**src/rtl/cache_arbiter.sv**
```systemverilog
// Two-port arbiter sharing the SDRAM line cache device port between the CPU and the
// WOPI video fetcher: video priority with a CPU anti-starvation limit, plus an ack watchdog.
module cache_arbiter #(
    parameter int ADDR_W    = 17,
    parameter int DATA_W    = 8,
    parameter int VID_BURST = 4,
    parameter int TIMEOUT   = 255
) (
    input  logic              sys_clk,
    input  logic              reset,
    input  logic [ADDR_W-1:0] cpu_address,
    input  logic [DATA_W-1:0] cpu_data_write,
    input  logic              cpu_read_req,
    input  logic              cpu_write_req,
    output logic [DATA_W-1:0] cpu_data_read,
    output logic              cpu_read_ack,
    output logic              cpu_write_ack,
    input  logic [ADDR_W-1:0] vid_address,
    input  logic [DATA_W-1:0] vid_data_write,
    input  logic              vid_read_req,
    input  logic              vid_write_req,
    output logic [DATA_W-1:0] vid_data_read,
    output logic              vid_read_ack,
    output logic              vid_write_ack,
    output logic [ADDR_W-1:0] cache_address,
    output logic [DATA_W-1:0] cache_data_write,
    output logic              cache_read_req,
    output logic              cache_write_req,
    input  logic [DATA_W-1:0] cache_data_read,
    input  logic              cache_read_ack,
    input  logic              cache_write_ack,
    output logic              busy,
    output logic              timeout_err
);

    localparam logic [1:0] ARB_IDLE    = 2'd0;
    localparam logic [1:0] ARB_ISSUE   = 2'd1;
    localparam logic [1:0] ARB_WAIT    = 2'd2;
    localparam logic [1:0] ARB_RELEASE = 2'd3;

    localparam int SW = $clog2(VID_BURST + 1);
    localparam int WW = $clog2(TIMEOUT);
    localparam logic [SW-1:0] STREAK_MAX = SW'(VID_BURST);
    localparam logic [WW-1:0] WD_LAST    = WW'(TIMEOUT - 1);

    logic [1:0]        state_q, state_d;
    logic              owner_vid_q, owner_vid_d;
    logic              op_write_q, op_write_d;
    logic [ADDR_W-1:0] addr_q, addr_d;
    logic [DATA_W-1:0] wdata_q, wdata_d;
    logic              rd_req_q, rd_req_d;
    logic              wr_req_q, wr_req_d;
    logic [DATA_W-1:0] cpu_rdata_q, cpu_rdata_d;
    logic [DATA_W-1:0] vid_rdata_q, vid_rdata_d;
    logic              cpu_rack_q, cpu_rack_d;
    logic              cpu_wack_q, cpu_wack_d;
    logic              vid_rack_q, vid_rack_d;
    logic              vid_wack_q, vid_wack_d;
    logic              busy_q, busy_d;
    logic              terr_q, terr_d;
    logic [SW-1:0]     streak_q, streak_d;
    logic [WW-1:0]     wd_q, wd_d;

    logic              cpu_pend, vid_pend, grant_vid, grant_cpu, done;
    logic [DATA_W-1:0] rdata_sel;

    assign cpu_pend  = cpu_read_req | cpu_write_req;
    assign vid_pend  = vid_read_req | vid_write_req;
    // Video wins ties until it has taken VID_BURST grants in a row over a waiting CPU.
    assign grant_vid = vid_pend & (~cpu_pend | (streak_q != STREAK_MAX));
    assign grant_cpu = cpu_pend & ~grant_vid;
    assign done      = op_write_q ? cache_write_ack : cache_read_ack;
    assign rdata_sel = done ? cache_data_read : {DATA_W{1'b1}};

    always_comb begin
        state_d     = state_q;
        owner_vid_d = owner_vid_q;
        op_write_d  = op_write_q;
        addr_d      = addr_q;
        wdata_d     = wdata_q;
        rd_req_d    = 1'b0;
        wr_req_d    = 1'b0;
        cpu_rdata_d = cpu_rdata_q;
        vid_rdata_d = vid_rdata_q;
        cpu_rack_d  = 1'b0;
        cpu_wack_d  = 1'b0;
        vid_rack_d  = 1'b0;
        vid_wack_d  = 1'b0;
        terr_d      = terr_q;
        streak_d    = streak_q;
        wd_d        = wd_q;

        case (state_q)
            ARB_IDLE: begin
                if (!cpu_pend) begin
                    streak_d = '0;
                end
                if (grant_vid) begin
                    owner_vid_d = 1'b1;
                    op_write_d  = vid_write_req;
                    addr_d      = vid_address;
                    wdata_d     = vid_data_write;
                    rd_req_d    = ~vid_write_req;
                    wr_req_d    = vid_write_req;
                    state_d     = ARB_ISSUE;
                    if (cpu_pend && (streak_q != STREAK_MAX)) begin
                        streak_d = streak_q + 1'b1;
                    end
                end else if (grant_cpu) begin
                    owner_vid_d = 1'b0;
                    op_write_d  = cpu_write_req;
                    addr_d      = cpu_address;
                    wdata_d     = cpu_data_write;
                    rd_req_d    = ~cpu_write_req;
                    wr_req_d    = cpu_write_req;
                    state_d     = ARB_ISSUE;
                    streak_d    = '0;
                end
            end
            ARB_ISSUE: begin
                wd_d    = '0;
                state_d = ARB_WAIT;
            end
            ARB_WAIT: begin
                // A matching ack on the watchdog's last cycle still counts as a normal completion.
                if (done || (wd_q == WD_LAST)) begin
                    cpu_rack_d = ~owner_vid_q & ~op_write_q;
                    cpu_wack_d = ~owner_vid_q &  op_write_q;
                    vid_rack_d =  owner_vid_q & ~op_write_q;
                    vid_wack_d =  owner_vid_q &  op_write_q;
                    if (!op_write_q) begin
                        if (owner_vid_q) vid_rdata_d = rdata_sel;
                        else             cpu_rdata_d = rdata_sel;
                    end
                    if (!done) begin
                        terr_d = 1'b1;
                    end
                    state_d = ARB_RELEASE;
                end else begin
                    wd_d = wd_q + 1'b1;
                end
            end
            default: begin
                state_d = ARB_IDLE;
            end
        endcase

        busy_d = (state_d != ARB_IDLE);
    end

    always_ff @(posedge sys_clk) begin
        if (reset) begin
            state_q     <= ARB_IDLE;
            owner_vid_q <= 1'b0;
            op_write_q  <= 1'b0;
            addr_q      <= '0;
            wdata_q     <= '0;
            rd_req_q    <= 1'b0;
            wr_req_q    <= 1'b0;
            cpu_rdata_q <= '0;
            vid_rdata_q <= '0;
            cpu_rack_q  <= 1'b0;
            cpu_wack_q  <= 1'b0;
            vid_rack_q  <= 1'b0;
            vid_wack_q  <= 1'b0;
            busy_q      <= 1'b0;
            terr_q      <= 1'b0;
            streak_q    <= '0;
            wd_q        <= '0;
        end else begin
            state_q     <= state_d;
            owner_vid_q <= owner_vid_d;
            op_write_q  <= op_write_d;
            addr_q      <= addr_d;
            wdata_q     <= wdata_d;
            rd_req_q    <= rd_req_d;
            wr_req_q    <= wr_req_d;
            cpu_rdata_q <= cpu_rdata_d;
            vid_rdata_q <= vid_rdata_d;
            cpu_rack_q  <= cpu_rack_d;
            cpu_wack_q  <= cpu_wack_d;
            vid_rack_q  <= vid_rack_d;
            vid_wack_q  <= vid_wack_d;
            busy_q      <= busy_d;
            terr_q      <= terr_d;
            streak_q    <= streak_d;
            wd_q        <= wd_d;
        end
    end

    assign cpu_data_read    = cpu_rdata_q;
    assign vid_data_read    = vid_rdata_q;
    assign cpu_read_ack     = cpu_rack_q;
    assign cpu_write_ack    = cpu_wack_q;
    assign vid_read_ack     = vid_rack_q;
    assign vid_write_ack    = vid_wack_q;
    assign cache_address    = addr_q;
    assign cache_data_write = wdata_q;
    assign cache_read_req   = rd_req_q;
    assign cache_write_req  = wr_req_q;
    assign busy             = busy_q;
    assign timeout_err      = terr_q;

endmodule

```
**config.mk**
```make
export PLATFORM = sky130hd
export DESIGN_NAME = cache_arbiter
export DESIGN_NICKNAME = d
export VERILOG_FILES = /design/src/rtl/cache_arbiter.sv
export SDC_FILE = /design/constraint.sdc
export NUM_CORES = 1
export LEC_CHECK = 0
export CAP_MARGIN = 0
export CORE_UTILIZATION = 35
export CTS_CLUSTER_DIAMETER = 30
export DETAILED_ROUTE_END_ITERATION = 8
export PLACE_DENSITY = 0.67
export SYNTH_ARGS = -nofsm -noshare
export SYNTH_HDL_FRONTEND = slang
export SYNTH_SLANG_ARGS = --single-unit
```
**constraint.sdc**
```tcl
create_clock -name sys_clk -period 2.3 [get_ports sys_clk]
set_clock_uncertainty 0.05 [all_clocks]
set_input_delay 0.69 -clock sys_clk [delete_from_list [all_inputs] [get_ports sys_clk]]
set_output_delay 0.69 -clock sys_clk [all_outputs]
set_load 0.02 [all_outputs]
```
==> results.md, run 1 <==
* # resized after CTS at 0
* Type of the setup path with the least slack: reg2out
* Number of distinct library cells after synthesis at 43
* Status: completed
* I/O Buffers at about 110
* Area enclosed by the die boundary at 0.008505 mm²
* Filler Cell Count at about 710
* Antenna violations before repair at 0
* GRT Util Overall at 18.08%
* Avg WL per Cell at 13.62 µm
* Area of the mapped netlist at roughly 0.0028 mm²
* Number of placement rows at 32
* CTS HTree Levels at 3
* Pre-CTS setup slack at -103.1 ps
* Die W at 92.22 µm
* Number of buffer and inverter instances along the worst setup path at 1
* P_leak at ~1.7 nW
* Final slew viol count at 0
* Number of I/O pins at 115
* Final critical-path setup slack at 228.5 ps
* Critical path required time at 1560 ps
* Final cell count without fillers at 545
* Final weighted congestion in routability-driven placement at 0.7491
* Antenna Nets Post-Route at 0
* Pin count of the biggest net entering global routing at 41
* Sequential cell area at roughly 0.0013 mm²
* Final setup vio count at 0
* Seq cells post-synth at 64
* Number of iterations in the first detailed-routing pass at 4
* Pwr per Cell Area at approximately 1000 mW/mm²
* Clock period minus worst slack at 2072 ps
* Detail Placement HPWL at 5488 µm
* Share of the clock period used by the worst path after layout at 90.07%
* Final net count at 512
* Maximum resistive drop on vdd at 0.5575 mV
* Setup repair after global routing missed its margin: no
* Vias after detailed routing at roughly 2700
* Cell with the largest stage delay on the worst path: sky130_fd_sc_hd__clkdlybuf4s50_1
* Sink Count at 64
* CTS tree: done
* Total routed wirelength at 7425 µm
* Main flop type after synthesis: sky130_fd_sc_hd__dfxtp_1
* Worst Tran Pin Value at 442.2 ps
* CP startpoint kind: flip-flop
* Avg Vias per Cell at ~5
* Cell family with most CP delay: buffers and inverters
* Via count of the first global-routing pass at 2551
* Antenna cell count at 0
* Worst Hold Class: reg2reg
* Gate count of the mapped netlist at around 310
* Biggest area consumer among synthesized cells: sky130_fd_sc_hd__dfxtp_1
* Data arrival at the endpoint of the critical path at ~1300 ps
* Net Count, Synth at 386
* Top-area cell type share of the netlist area at between 40 and 50%
* Critical path peak fanout at 2
* Initial Util at roughly 36%
* Area of combinational cells with multiple inputs at 0.001459 mm²
* Remaining max-slew budget at the tightest pin at 70.41%
* Synth-to-layout area growth at 56.13%
* Layout cell share with drive strength beyond 1 at 9.481%
* Number of violations of the max-capacitance limit at 0
* Fmax at 482.7 MHz
* Mean Syn Cell Area at between 9 and 10 µm²
* Number of buffers added to fix hold violations after cts at 0
* Worst-skew pair later-pin latency at 350 ps
* Number of post-CTS setup repair buffers at 0
* Height of the chip at around 90 µm
* Buffers from clock root to sink, at most at 2
* Core Region at 0.007807 mm²
* Root buf cell: sky130_fd_sc_hd__clkbuf_8
* Worst-path cell chain: clkdlybuf4s50_1
* Number of enable-type register cells in the synthesized netlist at 0
* Post-detailed-route DRC marker count at 0
* Part of the Yosys area used for sequential elements at 44.97%
* Number of hold-slack violations in the final timing report at 0
* Wire length of the first global-routing pass at 11960 µm
* CTS buffer count at 9
* Kind of capture point of the worst setup path: output port
* 1st-iter DRT viols at 75
* GR Overflow Total at 0
* Clock-pin slew reported for the worst setup and hold paths after clock tree synthesis at 80 ps
* Inst Count DP at 529
* Critical Path Max Stage Delay at 640 ps
* Count of synthesis-stage warnings from yosys at 0
* Async set-reset flop share out of synthesis at 0%
* Biggest area contributors in the synthesized netlist: sky130_fd_sc_hd__dfxtp_1, sky130_fd_sc_hd__mux2i_1, sky130_fd_sc_hd__a211oi_1
## flip-flops by register name, summed over array words and instances (netlist names), 2 cells and up
name / cells
cache_address: 17
cache_data_write: 8
cpu_data_read: 8
state_q: 2
streak_q: 3
vid_data_read: 8
wd_q: 8
## cell usage after synthesis (4+ instances only)
library cell and instances:
sky130_fd_sc_hd__a211oi_1 27, sky130_fd_sc_hd__a21oi_1 21, sky130_fd_sc_hd__clkbuf_1 9, sky130_fd_sc_hd__dfxtp_1 64
sky130_fd_sc_hd__ha_1 8, sky130_fd_sc_hd__inv_1 11, sky130_fd_sc_hd__mux2i_1 27, sky130_fd_sc_hd__nand2_1 7
sky130_fd_sc_hd__nand2b_1 27, sky130_fd_sc_hd__nand3_1 7, sky130_fd_sc_hd__nor2_1 52, sky130_fd_sc_hd__o21ai_0 4
## routing by layer
layer / wire (µm) / up-vias / GRT usage (%) / part of all wire [%]
li1: - / 1348 / - / -
met4: 123 / 0 / 8.203 / 1.7
met1: 3249 / 1202 / 21.12 / 44
met5: 0 / - / 0 / 0
met3: 701 / 11 / 7.546 / 9.4
met2: 3350 / 104 / 28.73 / 45
## cell usage in the layout (no fill, tap or decap), types with 4 or more instances in the layout
cell type	Yosys	layout
sky130_fd_sc_hd__a211oi_1	27	27
sky130_fd_sc_hd__nor2_1	52	52
sky130_fd_sc_hd__mux2i_1	27	27
sky130_fd_sc_hd__ha_1	8	8
sky130_fd_sc_hd__a21oi_1	21	21
sky130_fd_sc_hd__dfxtp_1	64	64
sky130_fd_sc_hd__buf_4	3	15
sky130_fd_sc_hd__clkbuf_8	0	9
sky130_fd_sc_hd__clkdlybuf4s50_1	0	113
sky130_fd_sc_hd__inv_1	11	11
sky130_fd_sc_hd__nand3_1	7	7
sky130_fd_sc_hd__o21ai_0	4	4
sky130_fd_sc_hd__nand2b_1	27	27
sky130_fd_sc_hd__nand2_1	7	7
## final timing paths
check	start	endpoint	slack (ps)	depth (start not counted)
worst max register to register	state_q[0]$_SDFF_PP0_	wd_q[5]$_SDFFE_PP0P_	500	5
worst min register to register	owner_vid_q$_SDFFE_PP0P_	cpu_write_ack$_SDFF_PP0_	410	1
worst max-delay path	cache_address[11]$_SDFFE_PP0P_	cache_address[11]	230	1
worst min-delay path	owner_vid_q$_SDFFE_PP0P_	cpu_write_ack$_SDFF_PP0_	410	1
## power breakdown
| part | switching (W) | total [W] | internal, W |
|---|---|---|---|
| registers | 0.000155 | 0.00153 | 0.00137 |
| logic | 0.00103 | 0.00191 | 0.000884 |
| clock network | 0.000487 | 0.00111 | 0.000621 |
| total | 0.00167 | 0.00455 | 0.00288 |
## final cells by class
class	count	area share [%]
clock buffer	9	2.785
clock inverter	7	2.307
inverter	12	1.013
multi-input combinational	219	32.80
sequential	64	28.80
tap	102	2.869
timing repair buffer	132	29.42
## per-stage QoR
step                      setup TNS (ps)  instance area, µm²  power, W  hold WS, ps  utilization (%)
after detailed placement           -1891                4222  0.003464        401.3            54.07
after global routing                   0                4448  0.004823        438.5            56.97
after floorplan                        0                2849  0.002595        376.4                -
after CTS                              0                4448  0.004582        411.5            56.97
final                                  0                4448  0.004547        411.5            56.97
after global placement            -302.6                4222  0.003430        399.3            54.07
## kinds of logic after synthesis
family,count (synthesis),share of synthesized area (%)
and+or+nand+nor,112,19.98
buffers and inverters,29,4.567
muxes,29,10.36
DFF,64,44.97
adders and majority gates,8,3.514
AOI/OAI and AO/OA,70,16.60
Note: power is estimated with default switching activity, not from simulation.
==> run 2: changes to the inputs <==
Settings changed: SLEW_MARGIN from default to 40.
==> results of run 2 <==
Same layout as run 1: the final DEF is identical, and so are final timing and power.
==> run 3: changes to the inputs <==
Settings changed: CORE_MARGIN from default to 2.
==> results.md, run 3 (synthesis results as in run 1) <==
* Number of hold-slack violations in the final timing report at 0 (unchanged)
* Clock period minus worst slack at 2062 ps (was 2072 ps)
* Global-route track usage on met1 at 21.52% (was 21.12%)
* Final weighted congestion in routability-driven placement at 0.7557 (was 0.7491)
* Pwr per Cell Area at 991.3 mW/mm² (was 1022 mW/mm²)
* CTS tree: done (unchanged)
* Critical path required time at 1560 ps (about the same)
* Worst Tran Pin Value at 440.6 ps (was 442.2 ps)
* Antenna violations before repair at 0 (unchanged)
* Number of buffers added to fix hold violations after cts at 0 (unchanged)
* Core Region at 0.007807 mm² (unchanged)
* Pin count of the biggest net entering global routing at 46 (was 41)
* Post-detailed-placement cell area at 0.004202 mm² (was 0.004222 mm²)
* Final setup vio count at 0 (unchanged)
* Data arrival at the endpoint of the critical path at 1320 ps (was 1330 ps)
* Source of the worst hold timing path: vid_data_read[7]$_SDFFE_PP0P_ (was owner_vid_q$_SDFFE_PP0P_)
* Final net count at 511 (was 512)
* Remaining max-slew budget at the tightest pin at 70.63% (was 70.41%)
* Buffers from clock root to sink, at most at 2 (unchanged)
* Detail Placement HPWL at 5605 µm (was 5488 µm)
* Antenna cell count at 0 (unchanged)
* Worst Hold Class: reg2reg (unchanged)
* Setup repair after global routing missed its margin: no (unchanged)
* Start point of the critical path: cache_address[6]$_SDFFE_PP0P_ (was cache_address[11]$_SDFFE_PP0P_)
* Vias after detailed routing at 2622 (was 2665)
* Number of I/O pins at 115 (unchanged)
* Maximum resistive drop on vdd at 0.5028 mV (was 0.5575 mV)
* Startpoint of the worst-slack reg-to-reg timing path: state_q[0]$_SDFF_PP0_ (unchanged)
* Number of buffer and inverter instances along the worst setup path at 1 (unchanged)
* Post-detailed-route DRC marker count at 0 (unchanged)
* Summed area of non-filler cells in the final layout at 0.004387 mm² (was 0.004448 mm²)
* Number of placement rows at 32 (unchanged)
* Worst-skew pair later-pin latency at 340 ps (was 350 ps)
* Fmax at 485.1 MHz (was 482.7 MHz)
* Status: completed (unchanged)
* Antenna Nets Post-Route at 0 (unchanged)
* CTS HTree Levels at 3 (unchanged)
* Sink Count at 64 (unchanged)
* Area enclosed by the die boundary at 0.008877 mm² (was 0.008505 mm²)
* Share of the clock period used by the worst path after layout at 89.63% (was 90.07%)
* Highest-count cells in the layout ignoring fill and taps: sky130_fd_sc_hd__clkdlybuf4s50_1, sky130_fd_sc_hd__dfxtp_1, sky130_fd_sc_hd__nor2_1 (unchanged)
* Final slew viol count at 0 (unchanged)
* M3 GR Usage at 6.260% (was 7.546%)
* Critical path peak fanout at 2 (unchanged)
* Max FFs per register at 17 (unchanged)
* Cell family with most CP delay: buffers and inverters (unchanged)
* Root buf cell: sky130_fd_sc_hd__clkbuf_8 (unchanged)
* Initial Util at 36.49% (unchanged)
* Post-layout utilization of the core at 56.19% (was 56.97%)
* Most common cell after layout, fill and taps aside: sky130_fd_sc_hd__clkdlybuf4s50_1 (unchanged)
* Total routed wirelength at 7369 µm (was 7425 µm)
* # resized after CTS at 0 (unchanged)
* Wire length of the first global-routing pass at 12010 µm (was 11960 µm)
* CP startpoint kind: flip-flop (unchanged)
* Avg WL per Cell at 13.57 µm (was 13.62 µm)
* Overall power after layout at 0.004349 W (was 0.004547 W)
* Critical Path Max Stage Delay at 650 ps (was 640 ps)
* Most congested layer reported by global routing: met2 (unchanged)
* Number of violations of the max-capacitance limit at 0 (unchanged)
* Layout cell share with drive strength beyond 1 at 9.070% (was 9.481%)
* GRT Util Overall at 17.43% (was 18.08%)
* Clock-pin slew reported for the worst setup and hold paths after clock tree synthesis at 70 ps (was 80 ps)
* Cell with the largest stage delay on the worst path: sky130_fd_sc_hd__clkdlybuf4s50_1 (unchanged)
* Grt met2 use at 27.20% (was 28.73%)
* Number of iterations in the first detailed-routing pass at 4 (unchanged)
* Kind of capture point of the worst setup path: output port (unchanged)
* Synth-to-layout area growth at 53.97% (was 56.13%)
* Number of post-CTS setup repair buffers at 0 (unchanged)
* Final critical-path setup slack at 238.5 ps (was 228.5 ps)
* Avg Vias per Cell at 4.829 (was 4.890)
* Height of the chip at 94.22 µm (was 92.22 µm)
* GR Overflow Total at 0 (unchanged)
* Via count of the first global-routing pass at 2561 (was 2551)
* I/O Buffers at 114 (unchanged)
* P_leak at 1.660 nW (was 1.682 nW)
* Die W at 94.22 µm (was 92.22 µm)
* Type of the setup path with the least slack: reg2out (unchanged)
* Final-layout worst hold slack at 418.8 ps (was 411.5 ps)
* CTS buffer count at 9 (unchanged)
* Worst-path cell chain: clkdlybuf4s50_1 (unchanged)
* 1st-iter DRT viols at 98 (was 75)
* Pre-CTS setup slack at -57.16 ps (was -103.1 ps)
## run 3: changes by cell type in the layout (fill, tap and decap cells not counted)
cell / before / now
sky130_fd_sc_hd__clkinv_2: 0 / 3
sky130_fd_sc_hd__buf_12: 3 / 2
sky130_fd_sc_hd__clkinv_4: 2 / 1
sky130_fd_sc_hd__bufinv_16: 2 / 1
sky130_fd_sc_hd__inv_6: 2 / 0
## run 3: path summary, 6_finish.rpt
kind	depth (start not counted)	slack, ps	end
worst max register to register	5	450	wd_q[5]$_SDFFE_PP0P_
worst max-delay path	1	240	cache_address[6]
worst min register to register	2	420	vid_data_read[7]$_SDFFE_PP0P_
worst min-delay path	2	420	vid_data_read[7]$_SDFFE_PP0P_
## run 3: final cells by class
cell class / instances / area [µm²]
Multi-Input combinational cell: 219 / 1459
Tap cell: 102 / 127.6
Sequential cell: 64 / 1281
Timing Repair Buffer: 131 / 1289
Inverter: 12 / 45.04
Clock inverter: 6 / 61.31
Fill cell: 708 / 3421
Clock buffer: 9 / 123.9
## run 3: report_power, final
part,switching (W),internal (W)
Sequential,0.000158,0.00137
Clock,0.000428,0.000490
Combinational,0.00102,0.000884
Total,0.00160,0.00275
## run 3: metrics by stage
step,TNS (ps),instances
floorplan,0,312
global placement,0,528
detailed placement,-78.84,528
CTS,0,543
global route,0,543
finish,0,543
## run 3: worst register-to-register path, delay by kind of cell (launching register included)
| family | cells | cell delay, ps |
|---|---|---|
| buffers and inverters | 1 | 90 |
| DFF | 1 | 340 |
| AOI/OAI and AO/OA | 2 | 430 |
| adders and majority gates | 1 | 430 |
| and+or+nand+nor | 1 | 440 |
## run 3: routing by layer
layer | vias up | routed length (µm)
li1 | 1342 | -
met1 | 1157 | 3275
met2 | 107 | 3235
met3 | 16 | 711
met4 | 0 | 146
met5 | - | 0
